`src/rtl/derand_pkg.sv`:
```
// rtl/derand_pkg.sv - shared PRBS-15 definitions for the randomizer/derandomizer pair
// Contents: PRBS width, tap indices, default seed, frame FSM states and the
// 4-step LFSR function. Bit 0 of a nibble is the first bit in time.
package derand_pkg;

    localparam int PRBS_W = 15;
    localparam int TAP_HI = 14;
    localparam int TAP_LO = 13;

    localparam logic [PRBS_W-1:0] SEED_DEFAULT = 15'b100101010000000;

    typedef enum logic {
        IDLE     = 1'b0,
        IN_FRAME = 1'b1
    } frame_state_t;

    typedef struct packed {
        logic [PRBS_W-1:0] next;
        logic [3:0]        mask;
    } prbs_step_t;

    // Four serial steps of x^15+x^14+1; keystream bit i is the feedback of step i.
    function automatic prbs_step_t prbs_step4(input logic [PRBS_W-1:0] cur);
        prbs_step_t        r;
        logic [PRBS_W-1:0] s;
        logic              t;
        s      = cur;
        r.mask = '0;
        for (int i = 0; i < 4; i++) begin
            t         = s[TAP_HI] ^ s[TAP_LO];
            r.mask[i] = t;
            s         = {s[PRBS_W-2:0], t};
        end
        r.next = s;
        return r;
    endfunction

endpackage

```
`src/rtl/prbs15_nibble.sv`:
```
// rtl/prbs15_nibble.sv - combinational 4-step PRBS-15 keystream generator
// Ports:
//   lfsr      in  15  current LFSR state
//   lfsr_next out 15  state after four steps
//   mask      out  4  keystream nibble (bit 0 first in time)
module prbs15_nibble
    import derand_pkg::*;
(
    input  logic [PRBS_W-1:0] lfsr,
    output logic [PRBS_W-1:0] lfsr_next,
    output logic [3:0]        mask
);

    prbs_step_t step;

    assign step      = prbs_step4(lfsr);
    assign lfsr_next = step.next;
    assign mask      = step.mask;

endmodule

```
`src/rtl/derandomizer.sv`:
```
// rtl/derandomizer.sv - framed PRBS-15 nibble descrambler with one registered output stage
// Ports:
//   clk, rst_n                 clock, asynchronous active-low reset
//   load, seed_in[14:0]        frame-seed register update
//   s_valid/s_sop/s_eop/s_data upstream scrambled nibbles, s_ready back
//   m_valid/m_sop/m_eop/m_data downstream descrambled nibbles, m_ready in
//   frame_err                  one-cycle framing-error pulse
module derandomizer #(
    parameter logic [derand_pkg::PRBS_W-1:0] SEED_DEFAULT = derand_pkg::SEED_DEFAULT,
    parameter int                            MAX_NIBBLES  = 376
) (
    input  logic        clk,
    input  logic        rst_n,
    input  logic        load,
    input  logic [14:0] seed_in,
    input  logic        s_valid,
    input  logic        s_sop,
    input  logic        s_eop,
    input  logic [3:0]  s_data,
    output logic        s_ready,
    output logic        m_valid,
    output logic        m_sop,
    output logic        m_eop,
    output logic [3:0]  m_data,
    input  logic        m_ready,
    output logic        frame_err
);

    import derand_pkg::*;

    localparam int              CNT_W   = $clog2(MAX_NIBBLES + 1);
    localparam logic [CNT_W-1:0] CNT_MAX = CNT_W'(MAX_NIBBLES);
    localparam logic [CNT_W-1:0] CNT_ONE = CNT_W'(1);

    frame_state_t      state;
    logic [PRBS_W-1:0] lfsr;
    logic [PRBS_W-1:0] frame_seed;
    logic [CNT_W-1:0]  count;

    logic              accept;
    logic              drop;
    logic [PRBS_W-1:0] lfsr_cur;
    logic [PRBS_W-1:0] lfsr_next;
    logic [3:0]        mask;
    logic [CNT_W-1:0]  count_next;
    logic              hit_max;
    logic              eop_out;

    // The output register is the only storage stage: it may take a new nibble
    // whenever it is empty or being drained this cycle.
    assign s_ready = !m_valid || m_ready;
    assign accept  = s_valid && s_ready;

    // Without a frame start there is nothing to descramble against.
    assign drop    = (state == IDLE) && !s_sop;

    // A seed loaded in the same cycle as a frame start must seed that frame.
    assign lfsr_cur = s_sop ? (load ? seed_in : frame_seed) : lfsr;

    prbs15_nibble u_prbs (
        .lfsr      (lfsr_cur),
        .lfsr_next (lfsr_next),
        .mask      (mask)
    );

    // Saturating nibble counter; reaching the limit always ends the frame,
    // so the hold branch only guards against wrap.
    always_comb begin
        count_next = count;
        if (s_sop) begin
            count_next = CNT_ONE;
        end else if (count != CNT_MAX) begin
            count_next = count + CNT_ONE;
        end
    end

    assign hit_max = (count_next == CNT_MAX);
    assign eop_out = s_eop || hit_max;

    always_ff @(posedge clk or negedge rst_n) begin
        if (!rst_n) begin
            state      <= IDLE;
            lfsr       <= SEED_DEFAULT;
            frame_seed <= SEED_DEFAULT;
            count      <= '0;
            m_valid    <= 1'b0;
            m_sop      <= 1'b0;
            m_eop      <= 1'b0;
            m_data     <= 4'h0;
            frame_err  <= 1'b0;
        end else begin
            frame_err <= 1'b0;
            if (load) begin
                frame_seed <= seed_in;
            end
            if (m_ready) begin
                m_valid <= 1'b0;
            end
            if (accept) begin
                if (drop) begin
                    frame_err <= 1'b1;
                end else begin
                    m_valid   <= 1'b1;
                    m_data    <= s_data ^ mask;
                    m_sop     <= s_sop;
                    m_eop     <= eop_out;
                    lfsr      <= lfsr_next;
                    count     <= count_next;
                    // Error on a restart inside a frame or on a forced end.
                    frame_err <= ((state == IN_FRAME) && s_sop) || (hit_max && !s_eop);
                    state     <= eop_out ? IDLE : IN_FRAME;
                end
            end
        end
    end

endmodule
```
`config.mk`:
```
export PLATFORM = sky130hd
export DESIGN_NAME = derandomizer
export DESIGN_NICKNAME = d
export VERILOG_FILES = /design/src/rtl/derand_pkg.sv /design/src/rtl/prbs15_nibble.sv /design/src/rtl/derandomizer.sv
export SDC_FILE = /design/constraint.sdc
export NUM_CORES = 1
export LEC_CHECK = 0
export ABC_AREA = 1
export ABC_CLOCK_PERIOD_IN_PS = 3800
export CORE_MARGIN = 2
export CORE_UTILIZATION = 35
export CTS_CLUSTER_SIZE = 8
export DETAILED_ROUTE_END_ITERATION = 8
export DONT_BUFFER_PORTS = 1
export PLACE_DENSITY = 0.5
export SYNTH_ARGS = -nofsm -noshare
export SYNTH_HDL_FRONTEND = slang
export SYNTH_SLANG_ARGS = --single-unit
export TNS_END_PERCENT = 10
```
`constraint.sdc`:
```
create_clock -name clk -period 3.8 [get_ports clk]
set_input_delay 0.76 -clock clk [delete_from_list [all_inputs] [get_ports clk]]
set_output_delay 0.76 -clock clk [all_outputs]
set_load 0.1 [all_outputs]
```
Yosys cells after proc, flatten, opt, wreduce, memory -nomap -nowiden
Index checks and enable logic that the tools add are counted.
{"block": "classes", "addsub": 1, "n_mul": 0, "n_div": 0, "n_lt_le_gt_ge": 0, "eq_ne": 2, "shift": 0, "n_mux": 10, "bitwise": 7, "reduce_logical": 11}
{"cell": "15-bit two-way mux", "n": 2}
{"cell": "9-bit two-way mux", "n": 2}
{"cell": "9-bit by 1-bit adder with 9-bit output (second input constant)", "n": 1}
{"cell": "9-bit == test (second input constant)", "n": 1}
{"cell": "9-bit inequality test (second input constant)", "n": 1}
{"cell": "1-bit two-way mux", "n": 6}
{"cell": "1-bit logical AND", "n": 4}
{"cell": "1-bit bitwise XOR", "n": 4}
{"cell": "4-bit bitwise XOR", "n": 1}
{"cell": "1-bit zero test", "n": 3}
{"cell": "1-bit logical OR", "n": 3}
{"cell": "1-bit inverter", "n": 2}
{"cell": "2-bit AND reduction", "n": 1}
{"block": "totals", "regBits": 48, "latch_bits": 0, "ramBits": 0, "romBits": 0, "input_bits": 26, "memories": 0}

Depth between registers and ports, before layout
{"block": "logic_depth", "depth_word": 8, "depth_mapped": 12}

Cells and area by module
Synthesis repeated with hierarchy kept, for this count alone.
{"block": "hier_totals", "cells_unflattened": 318, "area_unflattened_um2": 2615.0}
{"mod": "derandomizer", "instances": 1, "cells_per_inst": 286, "area_each_um2": 2438.6, "seq_area_each_um2": 1211.2}
{"mod": "prbs15_nibble", "instances": 1, "cells_per_inst": 32, "area_each_um2": 176.4, "seq_area_each_um2": 0.0}

Worst setup path before layout
Ideal clock, no wire load.
{"block": "synth_path", "path_kind": "register to register", "from": "register m_valid", "to": "register m_eop", "setup_ns": 0.123, "arrival_ns": 2.620, "slack_ns": 1.057, "path_stages_with_launch": 7, "n_path_buf": 1, "synth_period_minus_slack_ns": 2.743, "cell_sequence": "dfrtp_1 -> nand2_1 -> nand2_1 -> nor2_1 -> buf_2 -> or2_2 -> a21boi_1"}
{"block": "synth_via", "elab_chain_cells": 4}
{"item": "from (decl)", "line_no": "derandomizer.sv:21", "rtl": "output logic m_valid,"}
{"item": "from (signal assigned)", "line_no": "derandomizer.sv:86", "rtl": "m_valid <= 1'b0;"}
{"item": "from (signal assigned)", "line_no": "derandomizer.sv:97", "rtl": "m_valid <= 1'b0;"}
{"item": "from (signal assigned)", "line_no": "derandomizer.sv:103", "rtl": "m_valid <= 1'b1;"}
{"item": "1-bit zero test", "line_no": "derandomizer.sv:51", "rtl": "assign s_ready = !m_valid || m_ready;"}
{"item": "1-bit logical OR", "line_no": "derandomizer.sv:51"}
{"item": "net s_ready", "line_no": "derandomizer.sv:20", "rtl": "output logic s_ready,"}
{"item": "1-bit logical AND", "line_no": "derandomizer.sv:52", "rtl": "assign accept = s_valid && s_ready;"}
{"item": "2-bit AND reduction (no source line)"}
{"item": "to (signal assigned)", "line_no": "derandomizer.sv:106", "rtl": "m_eop <= eop_out;"}
{"item": "to (decl)", "line_no": "derandomizer.sv:23", "rtl": "output logic m_eop,"}
The timed path passes the listed nets, and every way through them passes these cells.
A chain may end at the register's enable or synchronous reset.

Worst setup path after layout
{"block": "layout_path", "from": "register m_valid", "to": "register m_eop"}
{"block": "layout_via", "elab_chain_cells": 4}
{"item": "1-bit zero test", "line_no": "derandomizer.sv:51"}
{"item": "1-bit logical OR", "line_no": "derandomizer.sv:51"}
{"item": "1-bit logical AND", "line_no": "derandomizer.sv:52"}
{"item": "2-bit AND reduction (no source line)"}
No other way between the ends.

==> metrics.cfg <==
[outcome]
outcome = completed

[timing]
setup_ws_ns = 1.35
grt_setup_unrepaired = no
worst_pin_slew_ns = 0.929
max_freq_mhz = 408
tns_ns = 0
timing.final.hold_violations = 0
period_share = 0.645
slew_violations = 0
slew_headroom = 0.380
timing.final.crit_period_ns = 2.45
fin_skew_ns = 0.00454
setup_viol = 0
finalHoldWorstSlack_ns = 0.136

[placed_design]
place.gp.congestion = 0.876
io_buffer_count = 0
dp_hpwl_um = 3360
place_ws_ns = 1.16

[die]
core.rowCount = 30
io_pins = 35
die_w_um = 86.8
dieHeight_um = 86.8
start_util = 0.357
dieArea_sq_um = 7540
core_sq_um = 6720

[global_route]
grt_pass1_vias = 1729
antenna_found_initial = 0
grt_overflow_total = 0
grt_first_pass_wirelength_um = 8510
grt_max_degree = 49
grt_usage = 0.146

[finish]
n_antenna_cell = 0
finalNetCount = 301
areaGrowthSynthToFinish_pct = 6.10
fillers = 688
drive_gt1_frac = 0.172
utilization = 0.379

[yosys]
syn_inst = 275
seq_area_frac_synth = 0.504
syn_area_per_cell_sq_um = 8.73
synth_cell_types = 31
synth_nets = 303
yosysWarnings = 0
synth_seq_cells = 48
synth_area_sq_um = 2400

[setup_path]
cp-end-kind = register
cp-start-kind = register
required_ns = 3.99
critPathKind = reg2reg
worstPathArrival_ns = 2.64
reg2reg_slack_ns = 1.35
crit_fanout = 33

[detailed_routing]
ant_nets = 0
remaining_drc_errors = 0
totalWireLength_um = 4870
dr.pass1.iters = 4
drt_iter0_markers = 116
avgViaCountPerCell = 4.87
vias = 1724
avgRoutedWirePerCell_um = 13.8

[clock_network]
clk_path_buf_depth = 2
post_cts_buffers = 0
cts.clk_slew.worst_paths_ns = 0.10
cts_tree = done
root_buffer = clkbuf_8
h-tree-depth = 2
clock_sinks = 48
ctsResizeCount = 0
hold_buffers = 0
numCtsBuffers = 5
clock_latency_ns = 0.30

[power_and_ir_drop]
p_switching_mw = 0.574
swShare = 0.396
power_mw = 1.45
ir_worst_vdd_mv = 0.174
p_int_mw = 0.874
combPwrFrac = 0.185
pwr-share-seq = 0.585
pwr-share-clk = 0.230
p_leak_nw = 1.13
pwr_density_cell_nw_per_um2 = 568

[job]
drv_cap = 0

[worst_hold_path]
hold_path.class = in2async

[critical path, cell delays in order (launching register included)]
cell	delay, ns
dfrtp_1	0.37
buf_4	0.23
nand2_1	0.10
buf_4	0.29
nand2_1	0.13
nor2_1	0.10
buf_4	0.27
inv_1	0.47
nor2_1	0.27
a21boi_1	0.09
[cell usage in the layout, fill, tap and decap left out]
cell type  count
nand2_1       69
dfrtp_1       40
nor2_1        25
inv_1         23
o21ai_0       23
o21ai_1       14
mux2_2        10
nand3_1       10
dfstp_2        8
clkbuf_8       6
o21ai_2        5
xnor2_1        5
a21oi_1        4
o22ai_1        4
nand2_2        3
nand4_1        3
buf_4          3
nor2_2         2
xor2_1         2
xor2_2         2
ha_1           2
nand3b_1       1
inv_4          1
inv_2          1
nor2_4         1
a21oi_2        1
o21ai_4        1
nor3_1         1
or2_2          1
a21boi_1       1
clkinv_2       1
inv_6          1
[cells in the mapped netlist (all sizes together)]
cell	n	area, sq um
nand4	3	18.8
clkbuf	5	18.8
nand3	10	50.1
a21boi	1	7.51
dfstp	8	210
inv	25	96.3
a21oi	5	28.8
ha	2	25.0
mux2	10	113
nand2	72	278
xnor2	5	43.8
o21ai	43	245
or2	1	6.26
buf	7	53.8
dfrtp	40	1000
nor2	28	118
xor2	4	50.1
o22ai	4	25.0
nor3	1	5.00
nand3b	1	7.51
[state kept, by name, indices dropped and copies added, names as in the netlist]
register,cells
m_sop,1
state,1
lfsr,15
frame_seed,15
m_eop,1
count,9
frame_err,1
m_valid,1
m_data,4
[path summary, 6_finish.rpt]
path	start	to	cells after the start
worst min register to register	frame_seed[14]	frame_seed[14]	2
worst min-delay path	rst_n	lfsr[12]	0
worst max-delay path	m_valid	m_eop	9
max in group asynchronous	rst_n	frame_seed[14]	0
worst max register to register	m_valid	m_eop	9
min in group clk	frame_seed[14]	frame_seed[14]	2
[area by class of cell]
type / count / area, sq um / area share
clock buffers: 6 / 82.6 / 0.0324
clock inverters: 2 / 13.8 / 0.00540
multi-input cells: 190 / 1020 / 0.401
repair buffers: 3 / 22.5 / 0.00884
well taps: 80 / 100 / 0.0393
flip-flops and latches: 48 / 1210 / 0.475
inverters: 25 / 96.3 / 0.0378
[power by group through the flow]
stage,clock [mW],combinational [mW],sequential (mW)
after global routing,0.367,0.311,0.862
final,0.334,0.268,0.847
after global placement,0,0.265,0.857
after detailed placement,0,0.269,0.858
after floorplan,0,0.222,0.853
after CTS,0.347,0.271,0.849
[per-layer routing]
| layer | vias up | global-route usage | share of wire |
|---|---|---|---|
| met1 | 812 | 0.203 | 0.52 |
| met4 | 0 | 0.0426 | 0.014 |
| li1 | 878 | - | - |
| met2 | 28 | 0.216 | 0.41 |
| met5 | - | 0 | 0 |
| met3 | 6 | 0.0486 | 0.055 |
[metrics by stage]
step                      instances  cell area (sq um)
after floorplan                 275               2400
after global placement          346               2450
after detailed placement        346               2450
after CTS                       354               2550
after global routing            354               2550
final                           354               2550
[cell families after synthesis]
group	Yosys count	synth area share
xor gates and xnor gates	9	0.0391
AOI/OAI and AO/OA	53	0.128
DFF	48	0.504
buffers and inverters	37	0.0703
adders and majority gates	2	0.0104
and+or+nand+nor	116	0.201
muxes	10	0.0469
No activity file was read; power rests on OpenSTA's default activity.
